## src/rtl/wt_dcache_stride_pf.sv

```systemverilog
// Stride prefetcher for the wt_dcache load path: page-keyed stream table, candidate generator
// and prefetch FIFO. Defining WT_DCACHE_PF_STATS_EN adds the issued/dropped statistics counters.
module wt_dcache_stride_pf #(
  parameter int unsigned PlenWidth  = 56,
  parameter int unsigned NumStreams = 4,
  parameter int unsigned Degree     = 2,
  parameter int unsigned ConfBits   = 2,
  parameter int unsigned ConfThresh = 2,
  parameter int unsigned QueueDepth = 4,
  parameter int unsigned LineOffW   = 6
) (
  input  logic                 clk_i,
  input  logic                 rst_ni,
  input  logic                 enable_i,
  input  logic                 flush_i,
  input  logic                 obs_vld_i,
  input  logic [PlenWidth-1:0] obs_paddr_i,
  output logic                 pf_req_o,
  input  logic                 pf_gnt_i,
  output logic [PlenWidth-1:0] pf_paddr_o,
  output logic [31:0]          issued_cnt_o,
  output logic [31:0]          dropped_cnt_o
);

  localparam int unsigned PageW = PlenWidth - 12;
  localparam int unsigned SidxW = (NumStreams > 1) ? $clog2(NumStreams) : 1;
  localparam int unsigned QptrW = (QueueDepth > 1) ? $clog2(QueueDepth) : 1;
  localparam int unsigned QcntW = $clog2(QueueDepth + 1);
  localparam logic [ConfBits-1:0] ConfMax    = {ConfBits{1'b1}};
  localparam logic [ConfBits-1:0] ConfThr    = ConfBits'(ConfThresh);
  localparam logic [SidxW-1:0]    LastStream = SidxW'(NumStreams - 1);
  localparam logic [QptrW-1:0]    LastSlot   = QptrW'(QueueDepth - 1);
  localparam logic [QcntW-1:0]    QFull      = QcntW'(QueueDepth);
  localparam logic [3:0]          DegreeK    = 4'(Degree);

  typedef enum logic {IDLE = 1'b0, GEN = 1'b1} state_e;

  function automatic logic [PlenWidth-1:0] sext_stride(input logic signed [12:0] s);
    return {{(PlenWidth-13){s[12]}}, s};
  endfunction

  function automatic logic [PlenWidth-1:0] to_line(input logic [PlenWidth-1:0] a);
    return {a[PlenWidth-1:LineOffW], {LineOffW{1'b0}}};
  endfunction

  function automatic logic [QptrW-1:0] q_next(input logic [QptrW-1:0] p);
    return (p == LastSlot) ? '0 : p + 1'b1;
  endfunction

  logic [NumStreams-1:0] tbl_vld_q;
  logic [PageW-1:0]      tbl_page_q   [NumStreams];
  logic [11:0]           tbl_off_q    [NumStreams];
  logic signed [12:0]    tbl_stride_q [NumStreams];
  logic [ConfBits-1:0]   tbl_conf_q   [NumStreams];
  logic [SidxW-1:0]      rr_q;

  state_e                state_q;
  logic [3:0]            k_q;
  logic [PlenWidth-1:0]  cand_q, base_line_q, prev_line_q;
  logic signed [12:0]    gstride_q;

  logic [PlenWidth-1:0]  q_mem_q [QueueDepth];
  logic [QptrW-1:0]      q_wr_q, q_rd_q;
  logic [QcntW-1:0]      q_cnt_q;

  logic [PageW-1:0]      obs_page_s;
  logic [11:0]           obs_off_s, sel_off_s;
  logic                  hit_s, free_s, train_s, trig_s;
  logic [SidxW-1:0]      hit_idx_s, free_idx_s, alloc_idx_s;
  logic signed [12:0]    sel_stride_s, delta_s;
  logic [ConfBits-1:0]   sel_conf_s, conf_inc_s;
  logic [PlenWidth-1:0]  cand_line_s;
  logic                  gen_act_s, cand_ok_s, q_full_s, push_s, pop_s;

  assign obs_page_s = obs_paddr_i[PlenWidth-1:12];
  assign obs_off_s  = obs_paddr_i[11:0];

  // Lowest-index page match and lowest-index free entry
  always_comb begin
    hit_s      = 1'b0;
    hit_idx_s  = '0;
    free_s     = 1'b0;
    free_idx_s = '0;
    for (int i = NumStreams - 1; i >= 0; i--) begin
      hit_idx_s  = (tbl_vld_q[i] && (tbl_page_q[i] == obs_page_s)) ? SidxW'(i) : hit_idx_s;
      hit_s      = hit_s | (tbl_vld_q[i] & (tbl_page_q[i] == obs_page_s));
      free_idx_s = (!tbl_vld_q[i]) ? SidxW'(i) : free_idx_s;
      free_s     = free_s | ~tbl_vld_q[i];
    end
  end

  assign sel_off_s    = tbl_off_q[hit_idx_s];
  assign sel_stride_s = tbl_stride_q[hit_idx_s];
  assign sel_conf_s   = tbl_conf_q[hit_idx_s];
  assign delta_s      = $signed({1'b0, obs_off_s}) - $signed({1'b0, sel_off_s});
  assign conf_inc_s   = (sel_conf_s == ConfMax) ? sel_conf_s : sel_conf_s + ConfBits'(1);
  assign alloc_idx_s  = free_s ? free_idx_s : rr_q;
  assign train_s      = obs_vld_i & enable_i & ~flush_i;
  assign trig_s       = train_s & hit_s & (delta_s == sel_stride_s) & (sel_stride_s != 13'sd0)
                      & (conf_inc_s >= ConfThr) & (state_q == IDLE);

  // Stream table training and allocation
  always_ff @(posedge clk_i) begin
    if (!rst_ni) begin
      tbl_vld_q <= '0;
      rr_q      <= '0;
      for (int i = 0; i < NumStreams; i++) begin
        tbl_page_q[i]   <= '0;
        tbl_off_q[i]    <= 12'd0;
        tbl_stride_q[i] <= 13'sd0;
        tbl_conf_q[i]   <= '0;
      end
    end else if (flush_i) begin
      tbl_vld_q <= '0;
    end else if (train_s) begin
      if (hit_s) begin
        tbl_off_q[hit_idx_s] <= obs_off_s;
        if (delta_s == 13'sd0) begin
          tbl_conf_q[hit_idx_s] <= sel_conf_s;
        end else if (delta_s == sel_stride_s) begin
          tbl_conf_q[hit_idx_s] <= conf_inc_s;
        end else begin
          tbl_stride_q[hit_idx_s] <= delta_s;
          tbl_conf_q[hit_idx_s]   <= '0;
        end
      end else begin
        tbl_vld_q[alloc_idx_s]    <= 1'b1;
        tbl_page_q[alloc_idx_s]   <= obs_page_s;
        tbl_off_q[alloc_idx_s]    <= obs_off_s;
        tbl_stride_q[alloc_idx_s] <= 13'sd0;
        tbl_conf_q[alloc_idx_s]   <= '0;
        if (!free_s) begin
          rr_q <= (rr_q == LastStream) ? '0 : rr_q + 1'b1;
        end
      end
    end
  end

  // A candidate is kept only if it stays in the trigger page and names a new line
  assign cand_line_s = to_line(cand_q);
  assign gen_act_s   = (state_q == GEN) & enable_i & ~flush_i;
  assign cand_ok_s   = (cand_q[PlenWidth-1:12] == base_line_q[PlenWidth-1:12])
                     & (cand_line_s != base_line_q) & (cand_line_s != prev_line_q);
  assign q_full_s    = (q_cnt_q == QFull);
  assign push_s      = gen_act_s & cand_ok_s & ~q_full_s;

  // Candidate generator FSM
  always_ff @(posedge clk_i) begin
    if (!rst_ni) begin
      state_q     <= IDLE;
      k_q         <= 4'd0;
      cand_q      <= '0;
      base_line_q <= '0;
      prev_line_q <= '0;
      gstride_q   <= 13'sd0;
    end else if (flush_i || !enable_i) begin
      state_q <= IDLE;
    end else begin
      case (state_q)
        IDLE: begin
          if (trig_s) begin
            state_q     <= GEN;
            k_q         <= 4'd1;
            gstride_q   <= sel_stride_s;
            cand_q      <= obs_paddr_i + sext_stride(sel_stride_s);
            base_line_q <= to_line(obs_paddr_i);
            prev_line_q <= to_line(obs_paddr_i);
          end
        end
        GEN: begin
          cand_q      <= cand_q + sext_stride(gstride_q);
          prev_line_q <= cand_line_s;
          k_q         <= k_q + 4'd1;
          if (k_q == DegreeK) begin
            state_q <= IDLE;
          end
        end
        default: state_q <= IDLE;
      endcase
    end
  end

  assign pf_req_o   = (q_cnt_q != '0) & enable_i;
  assign pf_paddr_o = q_mem_q[q_rd_q];
  assign pop_s      = pf_req_o & pf_gnt_i;

  // Prefetch FIFO; fullness is judged before the same-cycle pop
  always_ff @(posedge clk_i) begin
    if (!rst_ni) begin
      q_wr_q  <= '0;
      q_rd_q  <= '0;
      q_cnt_q <= '0;
      for (int i = 0; i < QueueDepth; i++) begin
        q_mem_q[i] <= '0;
      end
    end else if (flush_i || !enable_i) begin
      q_wr_q  <= '0;
      q_rd_q  <= '0;
      q_cnt_q <= '0;
    end else begin
      if (push_s) begin
        q_mem_q[q_wr_q] <= cand_line_s;
        q_wr_q          <= q_next(q_wr_q);
      end
      if (pop_s) begin
        q_rd_q <= q_next(q_rd_q);
      end
      case ({push_s, pop_s})
        2'b10:   q_cnt_q <= q_cnt_q + 1'b1;
        2'b01:   q_cnt_q <= q_cnt_q - 1'b1;
        default: q_cnt_q <= q_cnt_q;
      endcase
    end
  end

`ifdef WT_DCACHE_PF_STATS_EN
  logic [31:0] issued_q, dropped_q;
  logic        drop_s;

  assign drop_s = gen_act_s & cand_ok_s & q_full_s;

  // Wrapping statistics counters, untouched by flush
  always_ff @(posedge clk_i) begin
    if (!rst_ni) begin
      issued_q  <= 32'd0;
      dropped_q <= 32'd0;
    end else begin
      if (pop_s) begin
        issued_q <= issued_q + 32'd1;
      end
      if (drop_s) begin
        dropped_q <= dropped_q + 32'd1;
      end
    end
  end

  assign issued_cnt_o  = issued_q;
  assign dropped_cnt_o = dropped_q;
`else
  assign issued_cnt_o  = 32'd0;
  assign dropped_cnt_o = 32'd0;
`endif

endmodule

```

## config.mk

```make
export PLATFORM = sky130hd
export DESIGN_NAME = wt_dcache_stride_pf
export DESIGN_NICKNAME = d
export VERILOG_FILES = /design/src/rtl/wt_dcache_stride_pf.sv
export SDC_FILE = /design/constraint.sdc
export NUM_CORES = 2
export LEC_CHECK = 0
export ABC_AREA = 1
export CAP_MARGIN = 15
export CORE_MARGIN = 2
export CORE_UTILIZATION = 50
export DETAILED_ROUTE_END_ITERATION = 8
export PLACE_DENSITY = 0.66
export SETUP_SLACK_MARGIN = 0.15
export SLEW_MARGIN = 15
export SYNTH_ARGS = -nofsm -noshare
export SYNTH_HDL_FRONTEND = slang
export SYNTH_SLANG_ARGS = --single-unit
```

## constraint.sdc

```tcl
create_clock -name clk_i -period 8.1 [get_ports clk_i]
set_clock_uncertainty 0.05 [all_clocks]
set_input_delay 0.81 -clock clk_i [delete_from_list [all_inputs] [get_ports clk_i]]
set_output_delay 0.81 -clock clk_i [all_outputs]
set_load 0.05 [all_outputs]
```

==> results by group <==
Synthesis
  • Number of synthesized flops with an enable pin: roughly 480
  • Asr flop ratio synth: 0%
  • Synth warn: 0
  • Distinct cells, synth: 69
  • Most area-consuming cells after synthesis: edfxtp_1 35%, nor2_1 11%, dfxtp_1 9.2%
  • Synth area leader: edfxtp_1
  • Synth Instances: between 5,000 and 6,000
  • Average cell area after synthesis: between 7 and 8 sq um
  • #FFs+latches synth: between 600 and 700
  • Sequential area share after synthesis: about 44%
  • Cell area after synthesis: ~41,000 sq um
  • Synth Flop Type: edfxtp_1
  • Top-area cell type share of the netlist area: roughly a third

Critical path
  • Worst path bufs/invs: 7
  • Worst Path Class, Setup: in -> reg
  • Highest cell delay on the worst timing path: between 0.8 and 0.9 ns
  • Crit path launch type: input port
  • Crit path required time: ~8.6 ns
  • Slowest CP cell: clkdlybuf4s50_1
  • Crit path DAT: around 7.2 ns
  • CP dominant cell by count: nand2_1
  • CP Capture Type: flop
  • Delay-heaviest family, CP: simple AND/OR/NAND/NOR gates
  • Crit path max fanout: 52

STA
  • Fin Setup TNS: 0 ns
  • Min cycle time layout: just under 7 ns
  • Final Worst Setup Slack: about 1.4 ns
  • Fmax: 0.149 GHz
  • RSZ-0062 raised after global routing: no
  • Slew Viols, Final: 0
  • Final setup vio count: 0
  • Final hold vios: 0
  • Min Hold Slack: a little under 0.4 ns
  • Worst-margin pin slew: about 1.1 ns
  • Final worst path period share: between 80 and 90%
  • Slew Limit Headroom: 23.3%

Pwr
  • Int Pwr: ~0.0061 W
  • Net Switching: 0.00219 W
  • Pwr/cell area: approximately 180 nW/um^2
  • Clock power share: 42.3%
  • Sw Share: between 20% and 30%
  • Sequential power share: about 46%
  • Leakage power total: about 20 nW
  • Comb power frac: between 10% and 20%
  • Peak supply drop: roughly 0.16 mV

Clock tree
  • Total CTS buffers: between 70 and 80
  • Cts hold-fix bufs: 0
  • Post-CTS setup buffers: 0
  • CTS H-Tree Depth: 3
  • Post-CTS sizing: 0
  • Clock sink total: 673
  • Worst-path clk slew: 0.06 ns
  • Root Buffer Master: clkbuf_16
  • Worst-skew pair later-pin latency: 0.64 ns
  • CTS Buffer Depth: 3
  • CTS tree: yes

Placement
  • Placer Congestion: ~1.1
  • Post-Place Worst Slack: about 0.9 ns
  • Final HPWL DP: between 100 and 150 mm
  • Buffers on Ports: ~110

Final layout
  • Layout Utilization: 56.1%
  • Share of cells above drive strength 1: 6.55%
  • Fin nets: ~5,700
  • Layout area overhead: 11.5%

Routing
  • Wire per inst: between 20 and 25 um
  • DRC: 0
  • TritonRoute pass-1 iters: 8
  • Routed vias: around 37,000
  • Initial drt markers: between 3,000 and 4,000
  • Routed WL: around 140 mm
  • Detail Route Antenna Nets: 0
  • Via-to-Cell Ratio: between 5 and 6

Global routing
  • Pin count of the biggest net entering global routing: 101
  • Gr ovfl total: 0
  • Initial antenna violation count: 4
  • Vias in the first global route: between 30,000 and 40,000
  • Global-route wire length before repair: around 210 mm
  • Total GRT Usage: about a third

Floorplanning
  • FP Rows: ~110
  • CORE AREA: 81,800 sq um
  • Die width: 291 um
  • Boundary Pins: roughly 180
  • Die area: 84,600 sq um
  • Initial Utilization: just over 50%
  • Chip Height: just under 300 um

Min path
  • Hold crit path type: reg -> reg

Run status
  • Run status: finished, final reports clean

Flow run
  • Total of max-cap violations: 0
## state kept, by name (all words and copies together) (netlist names), 3 cells and up, named ones only
register      count
q_cnt_q           3
cand_q           56
q_mem_q         200
tbl_off_q        48
tbl_vld_q         4
prev_line_q      50
k_q               4
gstride_q        13
tbl_stride_q     52
base_line_q      50
tbl_conf_q        8
tbl_page_q      176
## synthesized netlist by cell type (all sizes together) (2+ instances only)
library cell / n
o211ai: 17
nor3: 53
o21ai: 453
or2: 41
o21a: 8
o221ai: 4
a31oi: 52
nand4: 92
a21oi: 244
and2: 4
a2111oi: 2
o22ai: 57
nand2: 986
xnor2: 99
o32a: 6
nor2: 1200
and3: 2
edfxtp: 484
nand3b: 20
inv: 630
a221oi: 9
mux2i: 3
a32o: 4
nor3b: 6
a211oi: 2
clkinv: 7
fa: 4
xor2: 92
buf: 139
dfxtp: 189
o21bai: 8
nand3: 147
ha: 128
clkbuf: 124
nor4: 17
o31ai: 5
a21o: 10
a21boi: 16
## placed cells by master (no fill, tap or decap), drive strengths merged, types with 8 or more instances in the layout
cell type      synthesis  layout
o21ai                453     453
clkdlybuf4s50          0     111
xor2                  92      92
inv                  630     634
clkbuf               124      99
o22ai                 57      57
nand3b                20      20
a21o                  10      10
nand2                986     986
nor2                1200    1200
a221oi                 9       9
o211ai                17      17
a31oi                 52      52
a21oi                244     244
o21bai                 8       8
o21a                   8       8
nor4                  17      17
a21boi                16      16
buf                  139     121
edfxtp               484     484
xnor2                 99      99
conb                   1      70
or2                   41      41
dfxtp                189     189
ha                   128     128
nor3                  53      53
nand4                 92      92
nand3                147     147
clkinv                 7      34
## power by group through the flow
stage	Clock, W	Sequential [W]	Combinational [W]
2_1_floorplan	0	0.00389	0.000631
3_3_place_gp	0	0.00390	0.000949
3_5_place_dp	0	0.00390	0.000946
4_1_cts	0.00355	0.00383	0.000952
5_1_grt	0.00370	0.00384	0.00104
6_report	0.00352	0.00383	0.000973
## per-stage QoR
| stage | total power (W) | cells | instance area, sq um |
|---|---|---|---|
| 2_1_floorplan | 0.00452 | 5446 | 41400 |
| 3_3_place_gp | 0.00484 | 6485 | 43400 |
| 3_5_place_dp | 0.00484 | 6485 | 43400 |
| 4_1_cts | 0.00833 | 6625 | 45900 |
| 5_1_grt | 0.00858 | 6626 | 45900 |
| 6_report | 0.00832 | 6628 | 45900 |
## layout make-up
class / count / area (sq um)
diodes: 3 / 7.51
clock buffers: 99 / 2110
clock inverters: 41 / 402
fillers: 7774 / 35900
inverters: 637 / 2390
multi-input cells: 3873 / 19300
flip-flops and latches: 673 / 18300
well taps: 1070 / 1340
repair buffers: 232 / 2080
## cell families (layout without fill, tap and decap cells)
group	Yosys count	count (layout)	synth area share, %
simple gates	2572	2572	25.7
compound gates	905	905	12.1
buf+inv	900	1009	9.47
flops	673	673	44.5
xor+xnor	191	191	4.06
fa+ha+maj	132	132	4.08
mux	3	3	0.0729
other cells	1	73	0.00911
## per-layer routing
layer / wire length [um] / track usage (%) / up-vias
li1: - / - / 17800
met1: 57800 / 43.8 / 17300
met2: 61400 / 50.5 / 1652
met3: 11400 / 4.47 / 301
met4: 6690 / 14.4 / 0
met5: 0 / 0 / -
## path summary, 6_finish.rpt
| check | startpoint | endpoint | cells after the start | slack, ns |
|---|---|---|---|---|
| worst min register to register | q_cnt_q[2] | q_cnt_q[2] | 1 | 0.40 |
| worst max-delay path | obs_paddr_i[47] | cand_q[31] | 40 | 1.38 |
| worst min-delay path | q_cnt_q[2] | q_cnt_q[2] | 1 | 0.40 |
| worst max register to register | tbl_page_q[1][16] | cand_q[31] | 34 | 1.88 |
Power figures use the tool's default switching activity.
